--- src/rtl/flow_table_sched.sv ---
// Direct-mapped flow table sequencer: shares one read/write pipeline between
// foreground lookups, the post-reset table clear and a background aging sweep.
module flow_table_sched #(
  parameter int unsigned C_ID_WIDTH  = 12,
  parameter int unsigned C_KEY_WIDTH = 96,
  parameter int unsigned C_TS_WIDTH  = 32
) (
  input  logic                                  clk,
  input  logic                                  reset,
  input  logic                                  in_valid_tuple4search,
  input  logic [C_KEY_WIDTH-1:0]                in_tuple4search,
  output logic                                  out_valid_id,
  output logic [22:0]                           out_id,
  input  logic                                  cfg_age_en,
  input  logic [C_TS_WIDTH-1:0]                 cfg_age_thresh,
  output logic                                  out_evict_valid,
  output logic [C_ID_WIDTH-1:0]                 out_evict_id,
  output logic                                  out_init_done,
  output logic [15:0]                           out_drop_cnt,
  output logic                                  tbl_rd_en,
  output logic [C_ID_WIDTH-1:0]                 tbl_rd_addr,
  input  logic [C_KEY_WIDTH+C_TS_WIDTH:0]       tbl_rd_data,
  output logic                                  tbl_wr_en,
  output logic [C_ID_WIDTH-1:0]                 tbl_wr_addr,
  output logic [C_KEY_WIDTH+C_TS_WIDTH:0]       tbl_wr_data
);

  localparam int unsigned E   = 1 + C_KEY_WIDTH + C_TS_WIDTH;
  localparam int unsigned NCH = (C_KEY_WIDTH + C_ID_WIDTH - 1) / C_ID_WIDTH;

  typedef enum logic {ST_INIT, ST_RUN} state_t;
  typedef enum logic {OWN_LOOKUP, OWN_AGE} own_t;

  function automatic logic [C_ID_WIDTH-1:0] idx_hash(input logic [C_KEY_WIDTH-1:0] key);
    logic [C_KEY_WIDTH-1:0] t;
    logic [C_ID_WIDTH-1:0]  h;
    t = key;
    h = '0;
    for (int unsigned c = 0; c < NCH; c++) begin
      h ^= t[C_ID_WIDTH-1:0];
      t = t >> C_ID_WIDTH;
    end
    return h;
  endfunction

  state_t                  state_q;
  logic [C_TS_WIDTH-1:0]   now_q;
  logic [C_ID_WIDTH-1:0]   init_ptr_q, sweep_ptr_q;

  logic                    s1_vld_q, s2_vld_q;
  own_t                    s1_own_q, s2_own_q;
  logic [C_KEY_WIDTH-1:0]  s1_key_q, s2_key_q;
  logic [C_ID_WIDTH-1:0]   s1_addr_q, s2_addr_q;
  logic [E-1:0]            s2_ent_q, s1_ent_d;

  logic                    lw_en_q;
  logic [C_ID_WIDTH-1:0]   lw_addr_q;
  logic [E-1:0]            lw_data_q;

  logic                    out_valid_id_q, out_evict_valid_q, out_init_done_q;
  logic [22:0]             out_id_q, id_d;
  logic [C_ID_WIDTH-1:0]   out_evict_id_q;
  logic [15:0]             out_drop_cnt_q;

  logic                    ent_vld, lk_new, lk_col, evict;
  logic [C_KEY_WIDTH-1:0]  ent_key;
  logic [C_TS_WIDTH-1:0]   ent_age;

  assign out_valid_id    = out_valid_id_q;
  assign out_id          = out_id_q;
  assign out_evict_valid = out_evict_valid_q;
  assign out_evict_id    = out_evict_id_q;
  assign out_init_done   = out_init_done_q;
  assign out_drop_cnt    = out_drop_cnt_q;

  // S0: lookups have strict priority over the aging sweep for the read slot
  always_comb begin
    tbl_rd_en   = 1'b0;
    tbl_rd_addr = '0;
    if (!reset && state_q == ST_RUN) begin
      if (in_valid_tuple4search) begin
        tbl_rd_en   = 1'b1;
        tbl_rd_addr = idx_hash(in_tuple4search);
      end else if (cfg_age_en) begin
        tbl_rd_en   = 1'b1;
        tbl_rd_addr = sweep_ptr_q;
      end
    end
  end

  // S2 decision; the write goes out combinationally so S1 forwarding only
  // needs the current write and the one registered from the previous cycle.
  assign ent_vld = s2_ent_q[E-1];
  assign ent_key = s2_ent_q[C_TS_WIDTH +: C_KEY_WIDTH];
  assign ent_age = now_q - s2_ent_q[C_TS_WIDTH-1:0];

  always_comb begin
    tbl_wr_en   = 1'b0;
    tbl_wr_addr = '0;
    tbl_wr_data = '0;
    lk_new      = 1'b0;
    lk_col      = 1'b0;
    evict       = 1'b0;
    if (!reset) begin
      if (state_q == ST_INIT) begin
        tbl_wr_en   = 1'b1;
        tbl_wr_addr = init_ptr_q;
      end else if (s2_vld_q && s2_own_q == OWN_LOOKUP) begin
        if (ent_vld && ent_key != s2_key_q) begin
          lk_col = 1'b1;
        end else begin
          lk_new      = !ent_vld;
          tbl_wr_en   = 1'b1;
          tbl_wr_addr = s2_addr_q;
          tbl_wr_data = {1'b1, s2_key_q, now_q};
        end
      end else if (s2_vld_q && ent_vld && ent_age >= cfg_age_thresh) begin
        evict       = 1'b1;
        tbl_wr_en   = 1'b1;
        tbl_wr_addr = s2_addr_q;
      end
    end
  end

  always_comb begin
    s1_ent_d = tbl_rd_data;
    if (lw_en_q && lw_addr_q == s1_addr_q)
      s1_ent_d = lw_data_q;
    if (tbl_wr_en && tbl_wr_addr == s1_addr_q)
      s1_ent_d = tbl_wr_data;
  end

  always_comb begin
    id_d                 = '0;
    id_d[C_ID_WIDTH-1:0] = s2_addr_q;
    id_d[22]             = lk_new;
    id_d[21]             = lk_col;
  end

  always_ff @(posedge clk) begin
    if (reset) begin
      state_q           <= ST_INIT;
      now_q             <= '0;
      init_ptr_q        <= '0;
      sweep_ptr_q       <= '0;
      s1_vld_q          <= 1'b0;
      s1_own_q          <= OWN_LOOKUP;
      s1_key_q          <= '0;
      s1_addr_q         <= '0;
      s2_vld_q          <= 1'b0;
      s2_own_q          <= OWN_LOOKUP;
      s2_key_q          <= '0;
      s2_addr_q         <= '0;
      s2_ent_q          <= '0;
      lw_en_q           <= 1'b0;
      lw_addr_q         <= '0;
      lw_data_q         <= '0;
      out_valid_id_q    <= 1'b0;
      out_id_q          <= '0;
      out_evict_valid_q <= 1'b0;
      out_evict_id_q    <= '0;
      out_init_done_q   <= 1'b0;
      out_drop_cnt_q    <= '0;
    end else begin
      now_q     <= now_q + 1'b1;
      lw_en_q   <= tbl_wr_en;
      lw_addr_q <= tbl_wr_addr;
      lw_data_q <= tbl_wr_data;

      s1_vld_q  <= tbl_rd_en;
      s1_own_q  <= in_valid_tuple4search ? OWN_LOOKUP : OWN_AGE;
      s1_key_q  <= in_tuple4search;
      s1_addr_q <= tbl_rd_addr;

      s2_vld_q  <= s1_vld_q;
      s2_own_q  <= s1_own_q;
      s2_key_q  <= s1_key_q;
      s2_addr_q <= s1_addr_q;
      s2_ent_q  <= s1_ent_d;

      out_valid_id_q <= s2_vld_q && s2_own_q == OWN_LOOKUP;
      if (s2_vld_q && s2_own_q == OWN_LOOKUP)
        out_id_q <= id_d;
      out_evict_valid_q <= evict;
      if (evict)
        out_evict_id_q <= s2_addr_q;

      if (state_q == ST_INIT) begin
        init_ptr_q <= init_ptr_q + 1'b1;
        if (in_valid_tuple4search && out_drop_cnt_q != '1)
          out_drop_cnt_q <= out_drop_cnt_q + 1'b1;
        if (init_ptr_q == '1) begin
          state_q         <= ST_RUN;
          out_init_done_q <= 1'b1;
        end
      end else if (tbl_rd_en && !in_valid_tuple4search) begin
        sweep_ptr_q <= sweep_ptr_q + 1'b1;
      end
    end
  end

endmodule

--- config.mk ---
export PLATFORM = sky130hd
export DESIGN_NAME = flow_table_sched
export DESIGN_NICKNAME = d
export VERILOG_FILES = /design/src/rtl/flow_table_sched.sv
export SDC_FILE = /design/constraint.sdc
export NUM_CORES = 1
export LEC_CHECK = 0
export ABC_AREA = 1
export BUFFER_PORTS_ARGS = -buffer_cell sky130_fd_sc_hd__buf_2
export CAP_MARGIN = 20
export CORE_ASPECT_RATIO = 1.2
export CORE_MARGIN = 3
export CORE_UTILIZATION = 35
export DETAILED_ROUTE_END_ITERATION = 7
export GPL_TIMING_DRIVEN = 0
export HOLD_SLACK_MARGIN = 0.15
export MAX_ROUTING_LAYER = met4
export PLACE_DENSITY = 0.53
export SYNTH_ARGS = -nofsm -noshare
export SYNTH_HDL_FRONTEND = slang
export SYNTH_SLANG_ARGS = --single-unit
--- constraint.sdc ---
create_clock -name clk -period 5.1 [get_ports clk]
set_clock_uncertainty 0.15 [all_clocks]
set_input_delay 0.765 -clock clk [delete_from_list [all_inputs] [get_ports clk]]
set_output_delay 0.765 -clock clk [all_outputs]
set_load 0.005 [all_outputs]
Word level (Yosys, flattened, before mapping)
Cells that the tools add are included.
- bits in registers: 593
- word-level logic and storage cells: 89
- add/sub/neg operators: 5
- $lt $le $gt $ge: 1
- eq/ne operators: 5
- multiplexer cells: 32
- bitwise operators: 9
- reduce and logical (&&, ||, !) cells: 15
- operator list (operator ; count):
    2-to-1 mux 129 bit ; 6
    2-to-1 mux 12 bit ; 8
    inequality test 96 bit ; 1
    bitwise XOR 12 bit ; 7
    adder 32 x 1 -> 32 bit (second input constant) ; 1
    greater-or-equal comparator 32 bit ; 1
    subtractor 32 bit ; 1
    adder 12 x 1 -> 12 bit (second input constant) ; 2
    equality test 12 bit ; 2
    2-to-1 mux 1 bit ; 18
    adder 16 x 1 -> 16 bit (second input constant) ; 1
    inequality test 16 bit (second input constant) ; 1
    equality test 12 bit (second input constant) ; 1
    logical AND 1 bit ; 9
    AND reduction 2 bit ; 3
    logical NOT 1 bit ; 3
    inverter 1 bit ; 2

Logic depth before layout (Yosys ltp)
Gate-level depths: netlist of the first run.
- word-level depth: 10
- gate-level depth with buffers: 39
- gate-level depth less buffers: 36

Least setup slack after synthesis of the first run
Ideal clock, no wire load.
- kind: flip-flop to flip-flop
- from: register now_q[2]
- to: register s2_ent_q[100]
- setup time: 0.113 ns
- arrival: 4.576 ns
- required time: 4.837 ns
- path slack: 0.261 ns
- stages on the path, launching flop included: 34
- clock period less this slack: 4.839 ns
- path through: dfxtp_1 -> ha_1 -> nand3_1 -> nand2_1 -> nand2_1 -> nand2_1 -> a21oi_1 -> o21ai_0 -> a21boi_0 -> o21ai_0 -> a21boi_0 -> o21ai_0 -> a21oi_1 -> xnor2_1 -> ha_1 -> a21oi_1 -> o21ai_0 -> nand2_1 -> o211ai_1 -> a21oi_1 -> nand2_1 -> nand2_1 -> nand3_4 -> buf_8 -> nand2_1 -> nand2_1 -> nand2_1 -> nand3_2 -> nor2_4 -> nand2_4 -> buf_4 -> buf_2 -> nor2_1 -> nor2_1
- cells in the longest elaborated chain, start to end: 10
- elaborated cells between the ends (all ways): 14
- RTL lines (what ; line ; text):
    from (decl) ; 47 ; logic [C_TS_WIDTH-1:0] now_q;
    from (signal assigned) ; 165 ; now_q <= now_q + 1'b1;
    subtractor 32 bit (*) ; 95 ; assign ent_age = now_q - s2_ent_q[C_TS_WIDTH-1:0];
    greater-or-equal comparator 32 bit (*) ; 117 ; end else if (s2_vld_q && ent_vld && ent_age >= cfg_age_thresh) begin
    logical AND 1 bit (*) ; 117 ;
    2-to-1 mux 12 bit ; 117 ;
    2-to-1 mux 12 bit ; 108 ; end else if (s2_vld_q && s2_own_q == OWN_LOOKUP) begin
    2-to-1 mux 12 bit ; 105 ; if (state_q == ST_INIT) begin
    2-to-1 mux 12 bit ; 104 ; if (!reset) begin
    equality test 12 bit ; 129 ; if (tbl_wr_en && tbl_wr_addr == s1_addr_q)
    logical AND 1 bit (*) ; 129 ;
    2-to-1 mux 129 bit (*) ; 129 ;
    to (signal assigned) ; 179 ; s2_ent_q <= s1_ent_d;
    to (decl) ; 54 ; logic [E-1:0] s2_ent_q, s1_ent_d;
Every way passes the cells marked *; elsewhere a longest branch is shown, timed or not.
A chain may end at the register's enable or synchronous reset.

Worst setup path after layout of the first run
- from: register s2_ent_q[2]
- to: output tbl_wr_addr[10]
- cells in the longest elaborated chain, start to end: 7
- RTL lines (what ; line ; text):
    subtractor 32 bit ; 95 ;
    greater-or-equal comparator 32 bit ; 117 ;
    logical AND 1 bit ; 117 ;
    2-to-1 mux 12 bit ; 117 ;
    2-to-1 mux 12 bit ; 108 ;
    2-to-1 mux 12 bit ; 105 ;
    2-to-1 mux 12 bit ; 104 ;
    to (decl) ; 24 ; output logic [C_ID_WIDTH-1:0] tbl_wr_addr,
No other way between the ends.

==> results.sh, run 1 <==
export IMPL_outcome="finished with violations"
export IMPL_failed_checks="setup timing"
export IMPL_intPower_w=0.00846
export IMPL_syn2layout_area_growth_pct=30.7
export IMPL_yosysUniqueCellTypes=49
export IMPL_synthCells=3674
export IMPL_grt_busiest_layer="met2"
export IMPL_initialDrtViolationCount=1393
export IMPL_synthTopCellsByArea="dfxtp_1 44%, nor2_1 12%, nand2_1 8.1%"
export IMPL_hold_viol_final=0
export IMPL_synth_area_leader_cell="dfxtp_1"
export IMPL_die_y_microns=310
export IMPL_power_w=0.0117
export IMPL_hold_class="in -> reg"
export IMPL_endpoint_kind="primary output"
export IMPL_syn_area_sq_um=26900
export IMPL_cp_num_cells=27
export IMPL_grt_use_met3_pct=5.09
export IMPL_p_sw_share_pct=27.6
export IMPL_crit_family="compound AO/OA/AOI/OAI gates"
export IMPL_critical_path_buf_inv_count=4
export IMPL_tightest_slew_ns=1.05
export IMPL_critPathLaunchType="flop"
export IMPL_ys_flop_type="dfxtp_1"
export IMPL_synth_top_area_share_pct=44.2
export IMPL_dieArea_sq_um=80200
export IMPL_p_leak_nw=16.9
export IMPL_insertion_delay_ns=0.60
export IMPL_power_density_nw_per_um2=333
export IMPL_ys_warn_count=0
export IMPL_grt_ovfl_total=0
export IMPL_synth_seq_area_share_pct=44.2
export IMPL_grt_pass1_wl_microns=142000
export IMPL_drc=0
export IMPL_firstDrtPassIters=5
export IMPL_dp_hpwl_microns=74800
export IMPL_crit_start="s2_ent_q[2]"
export IMPL_synth_top_family_by_area="simple AND/OR/NAND/NOR gates"
export IMPL_grt_use_met1_pct=28.3
export IMPL_tritoncts="done"
export IMPL_gp_congestion=0.902
export IMPL_synth_simple_gate_area_share_pct=25.9
export IMPL_start_util_pct=35.6
export IMPL_max_slew_margin_pct=30.3
export IMPL_power_switching_w=0.00323
export IMPL_grt_total_usage_pct=24.4
export IMPL_final_cell_area_sq_um=35100
export IMPL_dieWidth_microns=259
export IMPL_ff2ff_setup_slack_ns=-0.17
export IMPL_core_area_sq_um=75600
export IMPL_crit_type="reg -> out"
export IMPL_synth_seq_cells=593
export IMPL_critPathRequiredTime_ns=4.18
export IMPL_routedWlPerCell_microns=18.4
export IMPL_finalCriticalPeriod_ns=5.32
export IMPL_cts_htree_levels=3
export IMPL_drtAntennaViolNets=0
export IMPL_met2_usage_pct=41.8
export IMPL_tns_ns=-17.09
export IMPL_synthMuxAreaShare_pct=4.77
export IMPL_path_common_cell="nand2_2"
export IMPL_fillCellCount=7699
export IMPL_rsz0062_at_grt="yes"
export IMPL_grt_max_degree=14
export IMPL_cp_arrival_ns=4.40
export IMPL_setup_viol=141
export IMPL_num_vias=24300
export IMPL_root_buffer="clkbuf_16"
export IMPL_cts_max_path_buffers=3
export IMPL_drv_cap=0
export IMPL_r2r_end="s2_ent_q[117]"
export IMPL_multi_input_area_sq_um=13200
export IMPL_slowest_delay_ns=0.32
export IMPL_placed_area_sq_um=30500
export IMPL_synth_edff_count=0
export IMPL_r2r_cells=37
export IMPL_ctsHoldBuffers=0
export IMPL_regToRegStartpoint="s2_ent_q[2]"
export IMPL_cts_buffers=66
export IMPL_drv_slew=0
export IMPL_io_pins=470
export IMPL_grt_pass1_vias=23700
export IMPL_clkSinkCount=593
export IMPL_portBuffers=459
export IMPL_ff_latch_area_sq_um=11900
export IMPL_comb_power_share_pct=16.9
export IMPL_fin_crit_sh_pct=104
export IMPL_final_layout_size_suffix_gt1_share_pct=26.3
export IMPL_hold_start="in_tuple4search[61]"
export IMPL_slowest_stage="dfxtp_2"
export IMPL_synth_avg_cell_area_sq_um=7.32
export IMPL_synth_xor_area_share_pct=4.79
export IMPL_power_frac_seq_pct=41.8
export IMPL_worst_path_max_fanout=7
export IMPL_avgViaCountPerCell=4.55
export IMPL_finalWorstSetupSlack_ns=-0.217
export IMPL_pwr_share_clk_pct=41.3
export IMPL_fmax_ghz=0.188
export IMPL_drt_total_wl_microns=98200
export IMPL_cp_endpoint="tbl_wr_addr[10]"
export IMPL_ir_worst_vdd_mv=0.211
export IMPL_yosys_area_share_adder_pct=3.19
export IMPL_synthArstFlopShare_pct=0
export IMPL_path_clk_slew_ns=0.06
export IMPL_row_count=110
export IMPL_final_cells=5347
export IMPL_dp_cells=5151
export IMPL_synth_compound_area_share_pct=5.84
export IMPL_nets=4602
export IMPL_antenna_found_initial=22
## cell type report
class,count,area share (%)
multi-input combinational,2344,37.5
sequential,593,33.8
timing repair buffer,523,9.49
inverter,601,6.43
clock buffer,98,5.47
tap,1008,3.59
buffer,144,2.86
clock inverter,19,0.709
antenna,17,0.121
## power by group through the flow
stage | combinational, W | sequential (W) | clock [W]
3_5_place_dp | 0.00159 | 0.00499 | 0
3_3_place_gp | 0.00159 | 0.00499 | 0
5_1_grt | 0.00219 | 0.00491 | 0.00512
2_1_floorplan | 0.00106 | 0.00497 | 0
4_1_cts | 0.00189 | 0.00489 | 0.00495
6_report | 0.00198 | 0.00489 | 0.00483
## sequential cells by signal, summed over array words and instances, names as in the netlist
| signal | count |
|---|---|
| lw_data_q | 129 |
| s2_ent_q | 129 |
| s1_key_q | 96 |
| s2_key_q | 96 |
| now_q | 32 |
| out_drop_cnt | 16 |
| out_id | 14 |
| init_ptr_q | 12 |
| lw_addr_q | 12 |
| out_evict_id | 12 |
| s1_addr_q | 12 |
| s2_addr_q | 12 |
| sweep_ptr_q | 12 |
| lw_en_q | 1 |
| out_evict_valid | 1 |
| out_init_done | 1 |
| out_valid_id | 1 |
| s1_own_q | 1 |
| s1_vld_q | 1 |
| s2_own_q | 1 |
| s2_vld_q | 1 |
| state_q | 1 |
## per-layer routing
layer	up-vias	wire [microns]	part of all wire, %
met5	-	0	0
met2	657	48200	49
met4	0	3170	3.2
met3	167	5870	6.0
met1	11100	41000	42
li1	12300	-	-
## cell usage after synthesis (4+ instances only)
cell type,instances
mux2i_1,128
nor3b_1,6
o21a_1,7
o31ai_1,4
clkbuf_1,89
buf_4,12
inv_1,529
inv_2,68
dfxtp_1,593
buf_6,4
or2_2,5
nand2_1,583
nand2_2,103
ha_1,67
xor2_1,98
o211ai_1,8
nor2_1,889
a21boi_0,6
a211oi_1,19
a31oi_1,12
o21ai_0,90
nor4_1,9
nor3_1,37
buf_2,25
nand3_1,45
a221oi_1,4
nand4_1,17
nor2_2,5
a21oi_1,123
clkinv_1,4
buf_8,12
o21ai_1,4
xnor2_1,49
## placed cells by master, fill, tap and decap left out, types with 98 or more instances in the layout
cell type	instances
nor2_2	100
nand2_2	141
nand2_1	518
clkbuf_1	98
nor2_1	744
buf_2	466
inv_1	517
a21oi_1	115
mux2i_1	128
xor2_1	98
dfxtp_1	587
## worst min-delay path by stage
| stage | end | cells past startpoint |
|---|---|---|
| final | s1_key_q[61] | 3 |
| after global routing | s1_key_q[61] | 3 |
| after CTS | s1_key_q[61] | 3 |
| after detailed placement | s2_key_q[79] | 2 |
| after global placement | s2_key_q[29] | 2 |
| after floorplan | s2_key_q[0] | 2 |
## worst register-to-register path: cells and delay by family (launching register included)
family	cells	cell delay, ns
xor+xnor	1	0.14
simple gates	16	1.52
flops	1	0.32
fa+ha+maj	2	0.52
buf+inv	6	0.86
compound gates	12	1.73
## kinds of logic after synthesis
| family | count (synthesis) |
|---|---|
| other | 1 |
| buffers and inverters | 745 |
| AOI/OAI and AO/OA | 282 |
| DFF | 593 |
| xor gates and xnor gates | 147 |
| muxes | 128 |
| and+or+nand+nor | 1710 |
| adders and majority gates | 68 |
## metrics by stage
stage	worst slack, ns	hold slack (ns)	utilization [%]
after global placement	-1.41	0.240	40.3
after CTS	-0.432	0.200	45.3
final	-0.217	0.244	46.5
after floorplan	0.261	0.238	-
after global routing	-0.470	0.223	46.5
after detailed placement	-1.33	0.244	40.4
## timing repair
action | in CTS | in global routing
endpoints found under the setup margin | 256 | 212
buffers inserted | 31 | 12
gates resized for setup | 235 | 246
hold endpoints to repair | 0 | 0
gates cloned | 22 | 2
pin swaps | 50 | 80
No activity file was read; power rests on OpenSTA's default activity.
==> run 2: changes to the inputs <==
SKIP_CTS_REPAIR_TIMING = 1   (was default)
==> results.sh, run 2 (synthesis results as in run 1) <==
export IMPL_power_density_nw_per_um2=340
export IMPL_rsz0062_at_grt="yes"
export IMPL_slowest_stage="fa_2"
export IMPL_critPathRequiredTime_ns=4.18
export IMPL_critical_path_buf_inv_count=6
export IMPL_final_cell_mix="859 x nor2_1, 589 x dfxtp_1, 566 x nand2_1"
export IMPL_hold_class="reg -> reg"
export IMPL_avgViaCountPerCell=4.49
export IMPL_drv_cap=0
export IMPL_crit_type="reg -> out"
export IMPL_max_slew_margin_pct=27.4
export IMPL_start_util_pct=35.6
export IMPL_grt_pass1_vias=23000
export IMPL_drtAntennaViolNets=0
export IMPL_finalWorstSetupSlack_ns=-0.404
export IMPL_fin_crit_sh_pct=108
export IMPL_layout_commonest_cell="nor2_1"
export IMPL_core_area_sq_um=75600
export IMPL_final_cell_area_sq_um=33500
export IMPL_worst_path_max_fanout=8
export IMPL_ir_worst_vdd_mv=0.210
export IMPL_path_common_cell="nand2_1"
export IMPL_tritoncts="done"
export IMPL_nets=4561
export IMPL_hold_viol_final=0
export IMPL_finalCriticalPeriod_ns=5.50
export IMPL_grt_total_usage_pct=23.5
export IMPL_hold_start="s1_key_q[91]"
export IMPL_row_count=110
export IMPL_cts_buffers=66
export IMPL_firstDrtPassIters=7
export IMPL_ff2ff_setup_slack_ns=-0.23
export IMPL_cts_max_path_buffers=3
export IMPL_cts_htree_levels=3
export IMPL_endpoint_kind="primary output"
export IMPL_power_w=0.0114
export IMPL_drc=0
export IMPL_grt_ovfl_total=0
export IMPL_initialDrtViolationCount=1279
export IMPL_syn2layout_area_growth_pct=24.7
export IMPL_place_ws_ns=-1.33
export IMPL_clkSinkCount=593
export IMPL_routedWlPerCell_microns=17.8
export IMPL_cp_arrival_ns=4.59
export IMPL_io_pins=470
export IMPL_path_clk_slew_ns=0.06
export IMPL_die_y_microns=310
export IMPL_p_leak_nw=16.4
export IMPL_root_buffer="clkbuf_16"
export IMPL_outcome="finished with violations"
export IMPL_fmax_ghz=0.182
export IMPL_r2r_end="s2_ent_q[18]"
export IMPL_placed_area_sq_um=30500
export IMPL_failed_checks="setup timing"
export IMPL_gp_congestion=0.902
export IMPL_final_layout_size_suffix_gt1_share_pct=21.4
export IMPL_drt_total_wl_microns=94600
export IMPL_min_path_cells=2
export IMPL_dieArea_sq_um=80200
export IMPL_insertion_delay_ns=0.60
export IMPL_dieWidth_microns=259
export IMPL_drv_slew=0
export IMPL_holdWs_ns=0.247
export IMPL_slowest_delay_ns=0.40
export IMPL_final_util_pct=44.4
export IMPL_setup_viol=141
export IMPL_r2r_cells=36
export IMPL_min_to="s2_key_q[91]"
export IMPL_dp_hpwl_microns=74800
export IMPL_antenna_found_initial=23
export IMPL_top_regs="lw_data_q x129, s2_ent_q x129"
export IMPL_regToRegStartpoint="now_q[0]"
export IMPL_portBuffers=459
export IMPL_grt_max_degree=14
export IMPL_num_vias=23800
export IMPL_grt_pass1_wl_microns=137000
export IMPL_critPathLaunchType="flop"
export IMPL_tightest_slew_ns=1.09
export IMPL_crit_family="simple AND/OR/NAND/NOR gates"
run 2: stage by stage:
stage                     setup TNS (ns)  cells
after floorplan                        0   3682
after global placement           -194.27   5149
after detailed placement         -179.74   5151
after CTS                        -207.91   5268
after global routing              -79.80   5307
final                             -28.39   5310
run 2: how the worst max path moves through the flow:
stage	from	endpoint	slack (ns)	depth (start not counted)
after floorplan	now_q[2]	s2_ent_q[100]	0.26	33
after global placement	now_q[0]	s2_ent_q[101]	-1.41	36
after detailed placement	now_q[0]	s2_ent_q[59]	-1.33	36
after CTS	now_q[0]	tbl_wr_addr[0]	-1.64	28
after global routing	now_q[0]	tbl_wr_addr[0]	-0.67	28
final	now_q[0]	tbl_wr_addr[0]	-0.40	28
run 2: layout make-up:
cell class | count | area (sq um)
antenna | 21 | 52.6
buffer | 144 | 952
clock buffer | 98 | 1920
clock inverter | 19 | 249
fill | 7860 | 42000
inverter | 601 | 2260
multi-input combinational | 2344 | 12400
sequential | 593 | 11900
tap | 1008 | 1260
timing repair buffer | 482 | 2580
run 2: report_power, final:
group          internal, W  total [W]  switching (W)
clock network      0.00283    0.00482        0.00199
logic             0.000668    0.00170        0.00103
registers          0.00481    0.00489      0.0000818
total              0.00830     0.0114        0.00311
run 2: per-layer routing:
layer	global-route usage, %	vias to the layer above	wire length (microns)
met5	-	-	0
met4	9.60	0	3580
met3	5.09	163	5960
met2	39.3	609	45400
met1	27.3	10800	39700
li1	-	12300	-
run 2: tightest hold or removal path, delay by kind of cell (launching register included):
family | cells | cell delay [ns]
simple gates | 1 | 0.03
flops | 1 | 0.30
buf+inv | 1 | 0.04
